[config.mk]
export PLATFORM = sky130hd
export DESIGN_NAME = fp_unit_arbiter
export DESIGN_NICKNAME = d
export VERILOG_FILES = /design/src/rtl/fp_unit_arbiter.sv
export SDC_FILE = /design/constraint.sdc
export NUM_CORES = 1
export LEC_CHECK = 0
export CORE_AREA = 2 2 164 166
export CTS_BUF_LIST = sky130_fd_sc_hd__clkbuf_8
export DETAILED_ROUTE_END_ITERATION = 16
export DIE_AREA = 0 0 166 168
export MAX_ROUTING_LAYER = met4
export REMOVE_ABC_BUFFERS = 1
export SLEW_MARGIN = 15
export SYNTH_ARGS = -nofsm -noshare
export SYNTH_HDL_FRONTEND = slang
export SYNTH_SLANG_ARGS = --single-unit
[constraint.sdc]
create_clock -name clk -period 2.34 [get_ports clk]
set_input_delay 0.702 -clock clk [delete_from_list [all_inputs] [get_ports clk]]
set_output_delay 0.702 -clock clk [all_outputs]
set_load 0.02 [all_outputs]
[src/rtl/fp_unit_arbiter.sv]
// Round-robin arbiter sharing one multi-cycle fpUnit among NUM_REQ requesters.
// One operation in flight at a time; each operation is followed by a one-cycle RELEASE gap.
module fp_unit_arbiter #(
    parameter int NUM_REQ = 4,
    parameter int TIMEOUT = 64
) (
    input  logic                   clk,
    input  logic                   rst,
    input  logic [NUM_REQ-1:0]     req,
    input  logic [32*NUM_REQ-1:0]  req_dataa,
    input  logic [32*NUM_REQ-1:0]  req_datab,
    input  logic [3*NUM_REQ-1:0]   req_op,
    output logic [NUM_REQ-1:0]     gnt,
    output logic [NUM_REQ-1:0]     done,
    output logic [31:0]            result,
    output logic                   err,
    output logic [31:0]            fp_dataa,
    output logic [31:0]            fp_datab,
    output logic [2:0]             fp_operation,
    output logic                   fp_clk_en,
    input  logic                   fp_done,
    input  logic [31:0]            fp_result,
    output logic [1:0]             dbg_state
);

    localparam int PW = (NUM_REQ > 1) ? $clog2(NUM_REQ) : 1;
    localparam int CW = $clog2(TIMEOUT + 1);

    typedef enum logic [1:0] {
        S_IDLE    = 2'd0,
        S_ISSUE   = 2'd1,
        S_RELEASE = 2'd2
    } state_t;

    state_t              r_state;
    state_t              w_next;
    logic [PW-1:0]       r_ptr;
    logic [CW-1:0]       r_cnt;
    logic [NUM_REQ-1:0]  r_gnt;
    logic [31:0]         r_dataa;
    logic [31:0]         r_datab;
    logic [2:0]          r_op;

    logic                w_found;
    logic [PW-1:0]       w_win;
    logic [PW:0]         w_sum;
    logic [NUM_REQ-1:0]  w_onehot;
    logic [31:0]         w_sel_a;
    logic [31:0]         w_sel_b;
    logic [2:0]          w_sel_op;
    logic                w_timeout;

    // Search starts at r_ptr and wraps past NUM_REQ-1 back to 0.
    always_comb begin
        w_found = 1'b0;
        w_win   = '0;
        w_sum   = '0;
        for (int i = 0; i < NUM_REQ; i++) begin
            w_sum = {1'b0, r_ptr} + (PW+1)'(i);
            if (w_sum >= (PW+1)'(NUM_REQ)) begin
                w_sum = w_sum - (PW+1)'(NUM_REQ);
            end
            if (!w_found && req[w_sum[PW-1:0]]) begin
                w_found = 1'b1;
                w_win   = w_sum[PW-1:0];
            end
        end
    end

    always_comb begin
        w_onehot = '0;
        w_sel_a  = '0;
        w_sel_b  = '0;
        w_sel_op = '0;
        for (int i = 0; i < NUM_REQ; i++) begin
            if (w_win == PW'(i)) begin
                w_onehot[i] = 1'b1;
                w_sel_a     = req_dataa[32*i +: 32];
                w_sel_b     = req_datab[32*i +: 32];
                w_sel_op    = req_op[3*i +: 3];
            end
        end
    end

    // r_cnt holds (ISSUE cycle number - 1), so the timeout fires on ISSUE cycle TIMEOUT.
    assign w_timeout = (r_state == S_ISSUE) && (r_cnt == CW'(TIMEOUT - 1));

    always_comb begin
        w_next = r_state;
        case (r_state)
            S_IDLE:    if (w_found) w_next = S_ISSUE;
            S_ISSUE:   if (fp_done || w_timeout) w_next = S_RELEASE;
            S_RELEASE: w_next = S_IDLE;
            default:   w_next = S_IDLE;
        endcase
    end

    // Completion is combinational so the fpUnit result reaches the requester with no added latency.
    always_comb begin
        done   = '0;
        err    = 1'b0;
        result = '0;
        if (r_state == S_ISSUE) begin
            if (fp_done) begin
                done   = r_gnt;
                result = fp_result;
            end else if (w_timeout) begin
                done = r_gnt;
                err  = 1'b1;
            end
        end
    end

    always_ff @(posedge clk or negedge rst) begin
        if (!rst) begin
            r_state <= S_IDLE;
            r_ptr   <= '0;
            r_cnt   <= '0;
            r_gnt   <= '0;
            r_dataa <= '0;
            r_datab <= '0;
            r_op    <= '0;
        end else begin
            r_state <= w_next;
            case (r_state)
                S_IDLE: begin
                    r_cnt <= '0;
                    if (w_found) begin
                        r_gnt   <= w_onehot;
                        r_dataa <= w_sel_a;
                        r_datab <= w_sel_b;
                        r_op    <= w_sel_op;
                        r_ptr   <= (w_win == PW'(NUM_REQ - 1)) ? '0 : w_win + PW'(1);
                    end
                end
                S_ISSUE: begin
                    r_cnt <= r_cnt + CW'(1);
                    if (fp_done || w_timeout) begin
                        r_gnt <= '0;
                    end
                end
                default: begin
                    r_cnt <= '0;
                end
            endcase
        end
    end

    assign gnt          = r_gnt;
    assign fp_dataa     = r_dataa;
    assign fp_datab     = r_datab;
    assign fp_operation = r_op;
    assign fp_clk_en    = (r_state == S_ISSUE);
    assign dbg_state    = r_state;

endmodule

* Word level (Yosys, flattened, before mapping) *
Cells that the tools add are included.
Widths: inputs -> output; s select.

cells by class
  add/subtract/negate cells = 9
  multiply operators = 0
  divide/modulo/power cells = 0
  order comparisons = 8
  equality and inequality tests = 7
  shift operators = 0
  mux-type cells = 52
  bitwise logic cells = 0
  reduce and logical (&&, ||, !) cells = 14

operators with widths
  kind                 count
  $mux 32              10
  $mux 2               11
  $mux 4               5
  $mux 1               15
  $lt 2x3->1 const B   4
  $mux 3               4
  $ge 3x3->1 const B   3
  $bmux 1 s2           4
  $pmux 4 s2           1
  $sub 2x1->2 const B  4
  $add 7x1->7 const B  1
  $eq 7x6->1 const B   1
  $mux 7               1
  $add 2x2->3 const B  2
  $eq 2x1->1 const B   2
  $eq 2x2->1 const B   2
  $logic_and 1x1->1    4
  $logic_not 2->1      2
  $pmux 2 s2           1
  $reduce_and 2->1     2
  $add 2x1->3 const B  1
  $ge 2x3->1 const B   1
  $logic_not 1->1      3
  $reduce_and 3->1     1
  other kinds (5)      5

word-level totals
  register bits after elaboration = 82
  bits in latches = 0
  bits in writable memories = 0
  bits in read-only memories = 0
  input port bits = 307
  word-level logic and storage cells = 97
  memories = 0

* Logic depth before layout (Yosys ltp) *
Gate-level depths: netlist of run 1.

  word-level depth = 19
  mapped depth = 10
  gate-level depth less buffers = 7

* Worst setup path after synthesis of run 1 *
OpenSTA, ideal clock, no wires.

  path type = input port to flip-flop
  from = input port req[0]
  to = register r_dataa[25], in the netlist fp_dataa[25]
  library setup time = 0.082 ns
  arrival = 2.474 ns
  data required time = 2.258 ns
  slack = -0.215 ns
  stages = 9
  path through = or3b_2 -> o221ai_1 -> inv_1 -> ha_1 -> buf_2 -> clkbuf_1 -> nand3b_1 -> a221o_1 -> a31oi_1

between the ends
  cells in the longest elaborated chain, start to end = 17
  elaborated cells on any way between the ends = 31

ends and longest elaborated chain
  element                       RTL line  RTL
  from (decl)                   9         input logic [NUM_REQ-1:0] req,
  $bmux 1 s2                    63        if (!w_found && req[w_sum[PW-1:0]]) begin
  $mux 1 (implied by the code)  63
  $mux 1                        63
  $logic_not 1->1               63
  $logic_and 1x1->1             63
  $mux 1                        63
  $logic_not 1->1               63
  $logic_and 1x1->1             63
  $mux 1                        63
  $logic_not 1->1               63
  $logic_and 1x1->1             63
  $mux 2                        63
  $logic_not 2->1               76        if (w_win == PW'(i)) begin
  $mux 32 (4 in series)         76
  to (signal assigned)          130       r_dataa <= w_sel_a;
  to (decl)                     40        logic [31:0] r_dataa;

Parallel ways exist; a longest one is shown, timed or not. The select of a mux whose other input is x is not followed.
A chain may end at the register's enable or synchronous reset.

* Worst setup path after layout of run 1 *
  from = input port req[0]
  to = register r_dataa[19], in the netlist fp_dataa[19]

The elaborated chain is that of the path after synthesis.

==> results of run 1 <==
==> layout make-up <==
| cell class | count | area [um^2] | area share (%) |
|---|---|---|---|
| Clock buffer | 11 | 151 | 1.18 |
| Multi-Input combinational cell | 491 | 3510 | 27.4 |
| Inverter | 72 | 273 | 2.13 |
| Antenna cell | 2 | 5.00 | 0.0391 |
| Sequential cell | 82 | 2050 | 16.0 |
| Clock inverter | 5 | 53.8 | 0.420 |
| Timing Repair Buffer | 572 | 6320 | 49.4 |
| Tap cell | 341 | 427 | 3.33 |
==> kinds of logic (layout without fill, tap and decap cells) <==
family                     Yosys count  after routing
and+or+nand+nor                    191            191
muxes                                2              2
AOI/OAI and AO/OA                  290            290
xor gates and xnor gates             3              3
DFF                                 82             82
buffers and inverters              155            660
adders and majority gates            5              5
other                                0              2
==> worst paths after layout <==
kind                                            end                    start  slack (ns)
min in group clk            fp_datab[9]$_DFFE_PN0P_  fp_datab[9]$_DFFE_PN0P_        0.55
max                        fp_dataa[19]$_DFFE_PN0P_                   req[0]        -0.1
min                        fp_dataa[17]$_DFFE_PN0P_                      rst        0.24
max reg2reg                fp_dataa[30]$_DFFE_PN0P_     r_ptr[1]$_DFFE_PN0P_       -0.05
max in group asynchronous   fp_datab[9]$_DFFE_PN0P_                      rst        1.49
min reg2reg                 fp_datab[9]$_DFFE_PN0P_  fp_datab[9]$_DFFE_PN0P_        0.55
==> per-layer routing <==
metal  vias up  GRT usage (%)  part of all wire (%)
li1       3691              -                     -
met1      3854           24.9                    40
met2       470           37.4                    50
met3        78           3.86                   6.8
met4         0           8.24                   3.2
met5         -              -                     0
==> cell usage after synthesis (all sizes together) (6+ instances only) <==
library cell | n | area (um^2)
a21oi | 138 | 803
a221o | 67 | 671
a31oi | 67 | 419
and3 | 32 | 200
buf | 31 | 225
clkbuf | 52 | 195
dfrtp | 82 | 2050
inv | 72 | 270
nand2 | 69 | 259
nand3b | 67 | 503
nor2 | 6 | 22.5
o21ai | 6 | 30.0
==> sequential cells by signal, summed over array words and instances (netlist names) <==
name	flops
r_cnt	7
fp_operation	3
fp_dataa	32
r_ptr	2
fp_datab	32
gnt	4
dbg_state	2
==> critical path, stage by stage <==
cell and delay (ns):
buf_8 0.08, buf_6 0.09, a21o_1 0.13, a21oi_2 0.07, buf_4 0.14, o22ai_4 0.18, ha_4 0.21, buf_8 0.15
buf_6 0.11, buf_8 0.13, clkbuf_16 0.17, a21oi_4 0.05, a221o_1 0.29, a31oi_1 0.20
==> repair_timing <==
item                                    CTS  global route
resized for setup                       179           106
setup buffers                            19            23
endpoints found under the setup margin  106           100
pin swaps                                20            97
cloned                                   14            31
==> power breakdown <==
part | internal (W) | total (W) | switching (W)
sequential | 0.00213 | 0.00258 | 0.000456
combinational | 0.00588 | 0.0114 | 0.00547
clock | 0.000548 | 0.00113 | 0.000584
total | 0.00856 | 0.0151 | 0.00651
==> metrics by stage <==
step           hold slack, ns  util (%)
3_3_place_gp            0.513      41.9
3_5_place_dp            0.522      41.9
5_1_grt                 0.245      48.6
4_1_cts                 0.228      45.2
2_1_floorplan           0.406         -
6_report                0.244      48.6
==> flow_summary.ini, run 1 <==
[status]
outcome = complete, but fails checks
violations = setup timing

[cells_and_area]
n_fill_cell = 2545
drive_gt1_share_pct = 24.1
nets = 1540
fin_area_um2 = 12800
stdcell_count = 1576
final_cell_mix = 373 x clkdlybuf4s50_1, 81 x dfrtp_1, 78 x a21oi_1
layout_commonest_cell = clkdlybuf4s50_1
area_growth_syn_to_layout_pct = 114

[setup_path]
cp_data_required_time_ns = 2.61
worstRegToRegCells = 10
cp.arrival_ns = 2.71
critPathMaxFanout = 6
worstSetupEndpointType = register
worstSetupPathType = primary input to register
start_kind = primary input

[place]
hpwl_mm = 20.0
routabilityCongestion = 0.852
dp_cells = 1480
place_ws_ns = -0.867
postPlaceCellArea_um2 = 11000
io_buffers = 417

[clocking]
clockBufferDepth = 2
clkTransAtPathRegs_ns = 0.10
htreeDepth = 3
cts_root_buf = clkbuf_8
cts_tree = yes
cts.sinks = 82
clk_latency_ns = 0.37
numCtsBuffers = 9
hold_buffers = 0

[timing]
worstMarginPinSlew_ns = 0.449
fin_ws_ns = -0.0994
rsz0062_at_grt = yes
finalCritPeriodShare_pct = 104
finalCriticalPeriod_ns = 2.44
slew_headroom_pct = 70.1
setup_viol = 35
finalMaxSlewViolations = 0
fmax_mhz = 410
finalHoldViolCount = 0
fin_setup_tns_ns = -1.33
finClkSkew_ns = 0.0183

[drt]
final_antenna_net_count = 0
drt-vias-per-instance = 5.14
num_vias = 8093
wl_per_cell_um = 22.3
firstDrtPassIters = 5
drc = 0
drt-total-wl_mm = 35.1
drt_iter0_drc = 392

[yosys]
synth_fa_ha_area_share_pct = 1.05
synth-compound-area-share_pct = 33.8
synth_cell_types = 38
synth-xor-area-share_pct = 0.440
synth_edf_count = 0
synth-simple-area-share_pct = 18.4
async_flop_share_pct = 100
synthCells = 728
ys_seq_elements = 82
synth_area_um2 = 5970
yosys_warnings = 0
synth_top_family_by_area = compound AO/OA/AOI/OAI gates
seq_area_frac_synth_pct = 34.4
yosys_most_used_dff = dfrtp_1
synthMuxAreaShare_pct = 0.377
syn_area_per_cell_um2 = 8.20

[die]
start_util_pct = 22.7
row_count = 60
dieArea_um2 = 27900
die_x_um = 166
ioPinCount = 418
die_h_um = 168
core_um2 = 26400

[grt]
grt_pass1_vias = 7898
grt_pass1_wl_mm = 45.4
gr-total-overflow = 0
grt_max_degree = 68
grt.total_usage_pct = 21.6
antenna_found_initial = 3

[power_and_ir_drop]
ir_drop_uv = 956
finalPower_w = 0.0151
p_leak_nw = 5.30
power_density_nw_per_um2 = 1180

[hold_path]
min_path_type = primary input to async pin

[run]
maxCapViolCount = 0
(Power assumes the default switching activity.)
==> run 2, diff against run 1 <==
--- a/config.mk
+++ b/config.mk
@@ -7,10 +7,12 @@
 export LEC_CHECK = 0
 export CORE_AREA = 2 2 164 166
 export CTS_BUF_LIST = sky130_fd_sc_hd__clkbuf_8
+export CTS_CLUSTER_DIAMETER = 120
 export DETAILED_ROUTE_END_ITERATION = 16
 export DIE_AREA = 0 0 166 168
 export MAX_ROUTING_LAYER = met4
 export REMOVE_ABC_BUFFERS = 1
+export SETUP_SLACK_MARGIN = 0.15
 export SLEW_MARGIN = 15
 export SYNTH_ARGS = -nofsm -noshare
 export SYNTH_HDL_FRONTEND = slang
==> flow_summary.ini, run 2 (same netlist as run 1, synthesis figures left out) <==
[cells_and_area]
n_fill_cell = 2395
area_growth_syn_to_layout_pct = 132
layout_commonest_cell = clkdlybuf4s50_1
fin_area_um2 = 13800
antenna_cells = 0
final_cell_mix = 369 x clkdlybuf4s50_1, 89 x a21oi_1, 81 x dfrtp_1
nets = 1577
drive_gt1_share_pct = 28.4

[timing]
finalCritPeriodShare_pct = 107
finalMaxSlewViolations = 0
fmax_mhz = 400
fin_setup_tns_ns = -5.01
worstMarginPinSlew_ns = 0.434
finalCriticalPeriod_ns = 2.50
fin_hold_ws_ns = 0.242
setup_viol = 73
finClkSkew_ns = 0.0180
slew_headroom_pct = 71.1
fin_ws_ns = -0.161
finalHoldViolCount = 0
rsz0062_at_grt = yes

[place]
postPlaceCellArea_um2 = 11000
io_buffers = 417
place_ws_ns = -0.867
routabilityCongestion = 0.852
hpwl_mm = 20.0

[drt]
drt_iter0_drc = 381
final_antenna_net_count = 0
drc = 0
num_vias = 8298
wl_per_cell_um = 22.3
drt-total-wl_mm = 36.0
firstDrtPassIters = 5
drt-vias-per-instance = 5.15

[clocking]
htreeDepth = 3
cts_root_buf = clkbuf_8
cts_tree = yes
numCtsBuffers = 9
clkTransAtPathRegs_ns = 0.10
clockBufferDepth = 2
clk_latency_ns = 0.37
cts.sinks = 82

[setup_path]
critPathMaxFanout = 6
cp_slowest_cell = a221o_1
worstSetupPathType = primary input to register
worst-path-buf-inv = 7
crit_path_cell_trace = buf_8 -> buf_6 -> a21o_1 -> a21oi_2 -> o22ai_2 -> buf_6 -> ha_4 -> buf_12 -> buf_12 -> buf_12 -> buf_16 -> nand3b_1 -> a221o_1 -> a31oi_1
cp_data_required_time_ns = 2.64
cp_top_family = buffers and inverters
crit_top_cell = buf_12
crit_path_max_incr_delay_ns = 0.32
worstSetupEndpointType = register
start_kind = primary input
cp.arrival_ns = 2.80

[die]
ioPinCount = 418
dieArea_um2 = 27900
start_util_pct = 22.7
die_h_um = 168
core_um2 = 26400
row_count = 60
die_x_um = 166

[grt]
gr-total-overflow = 0
grt_max_degree = 68
grt_pass1_vias = 8560
grt.total_usage_pct = 25.3
grt_pass1_wl_mm = 52.1
antenna_found_initial = 0

[power_and_ir_drop]
power_density_nw_per_um2 = 1200
p_leak_nw = 5.63
ir_drop_uv = 978

[status]
outcome = complete, but fails checks
violations = setup timing

[run]
maxCapViolCount = 0

[hold_path]
min_path_type = primary input to async pin
-- run 2: changes by cell type in the layout (fill, tap and decap cells not counted), sizes merged, moves of 2 or more --
cell,before,now
clkdlybuf4s50,373,369
bufbuf,1,3
buf,171,228
clkbuf,34,14
diode,2,0
dlygate4sd2,2,5
clkdlybuf4s15,2,0
-- run 2: metrics by stage --
stage | total power (W) | cells | utilization [%]
floorplan | 0.00699 | 645 | -
global placement | 0.0110 | 1480 | 41.9
detailed placement | 0.0111 | 1480 | 41.9
CTS | 0.0160 | 1597 | 50.8
global route | 0.0173 | 1611 | 52.5
finish | 0.0165 | 1611 | 52.5
-- run 2: layer usage --
metal,part of all wire [%],vias to the layer above,global-route usage [%]
met5,0,-,-
met4,3.0,0,9.19
met1,41,4017,29.6
met2,51,430,44.5
li1,-,3777,-
met3,5.5,74,3.41
-- run 2: what timing repair did --
item / CTS / global route
cloned: 46 / 1
endpoints found under the setup margin: 113 / 106
resized for setup: 286 / 130
buffers inserted: 55 / 13
hold buffers: 0 / 0
pin swaps: 78 / 51
-- run 2: report_power, final --
| group | total (W) | internal, W | leakage, nW | switching [W] |
|---|---|---|---|---|
| registers | 0.00259 | 0.00213 | 0.962 | 0.000465 |
| clock network | 0.00114 | 0.000548 | 0.103 | 0.000589 |
| logic | 0.0128 | 0.00701 | 4.57 | 0.00580 |
-- run 2: area by class of cell --
| type | count | area (um^2) | share of cell area (%) |
|---|---|---|---|
| flip-flops and latches | 82 | 2050 | 14.9 |
| inverters | 72 | 278 | 2.01 |
| multi-input cells | 491 | 3640 | 26.3 |
| well taps | 341 | 427 | 3.09 |
| repair buffers | 609 | 7220 | 52.3 |
| clock inverters | 5 | 53.8 | 0.389 |
| clock buffers | 11 | 151 | 1.10 |
-- run 2: final timing paths --
check                                      from                           to  slack [ns]  depth (start not counted)
min                                         rst     fp_dataa[17]$_DFFE_PN0P_        0.24                          1
max                                      req[0]  fp_operation[2]$_DFFE_PN0P_       -0.16                         14
max in group asynchronous                   rst      fp_datab[9]$_DFFE_PN0P_        1.50                          2
max reg2reg                r_ptr[1]$_DFFE_PN0P_  fp_operation[2]$_DFFE_PN0P_       -0.14                         11
min in group clk             r_cnt[0]$_DFF_PN0_           r_cnt[0]$_DFF_PN0_        0.54                          2
min reg2reg                  r_cnt[0]$_DFF_PN0_           r_cnt[0]$_DFF_PN0_        0.54                          2
==> run 3, diff against run 2 <==
--- a/config.mk
+++ b/config.mk
@@ -5,11 +5,13 @@
 export SDC_FILE = /design/constraint.sdc
 export NUM_CORES = 1
 export LEC_CHECK = 0
+export ABC_CLOCK_PERIOD_IN_PS = 2340
 export CORE_AREA = 2 2 164 166
 export CTS_BUF_LIST = sky130_fd_sc_hd__clkbuf_8
 export CTS_CLUSTER_DIAMETER = 120
 export DETAILED_ROUTE_END_ITERATION = 16
 export DIE_AREA = 0 0 166 168
+export GPL_ROUTABILITY_DRIVEN = 0
 export MAX_ROUTING_LAYER = met4
 export REMOVE_ABC_BUFFERS = 1
 export SETUP_SLACK_MARGIN = 0.15
==> results of run 3 <==
Same layout as run 2: the final DEF is identical, and so are final timing and power.
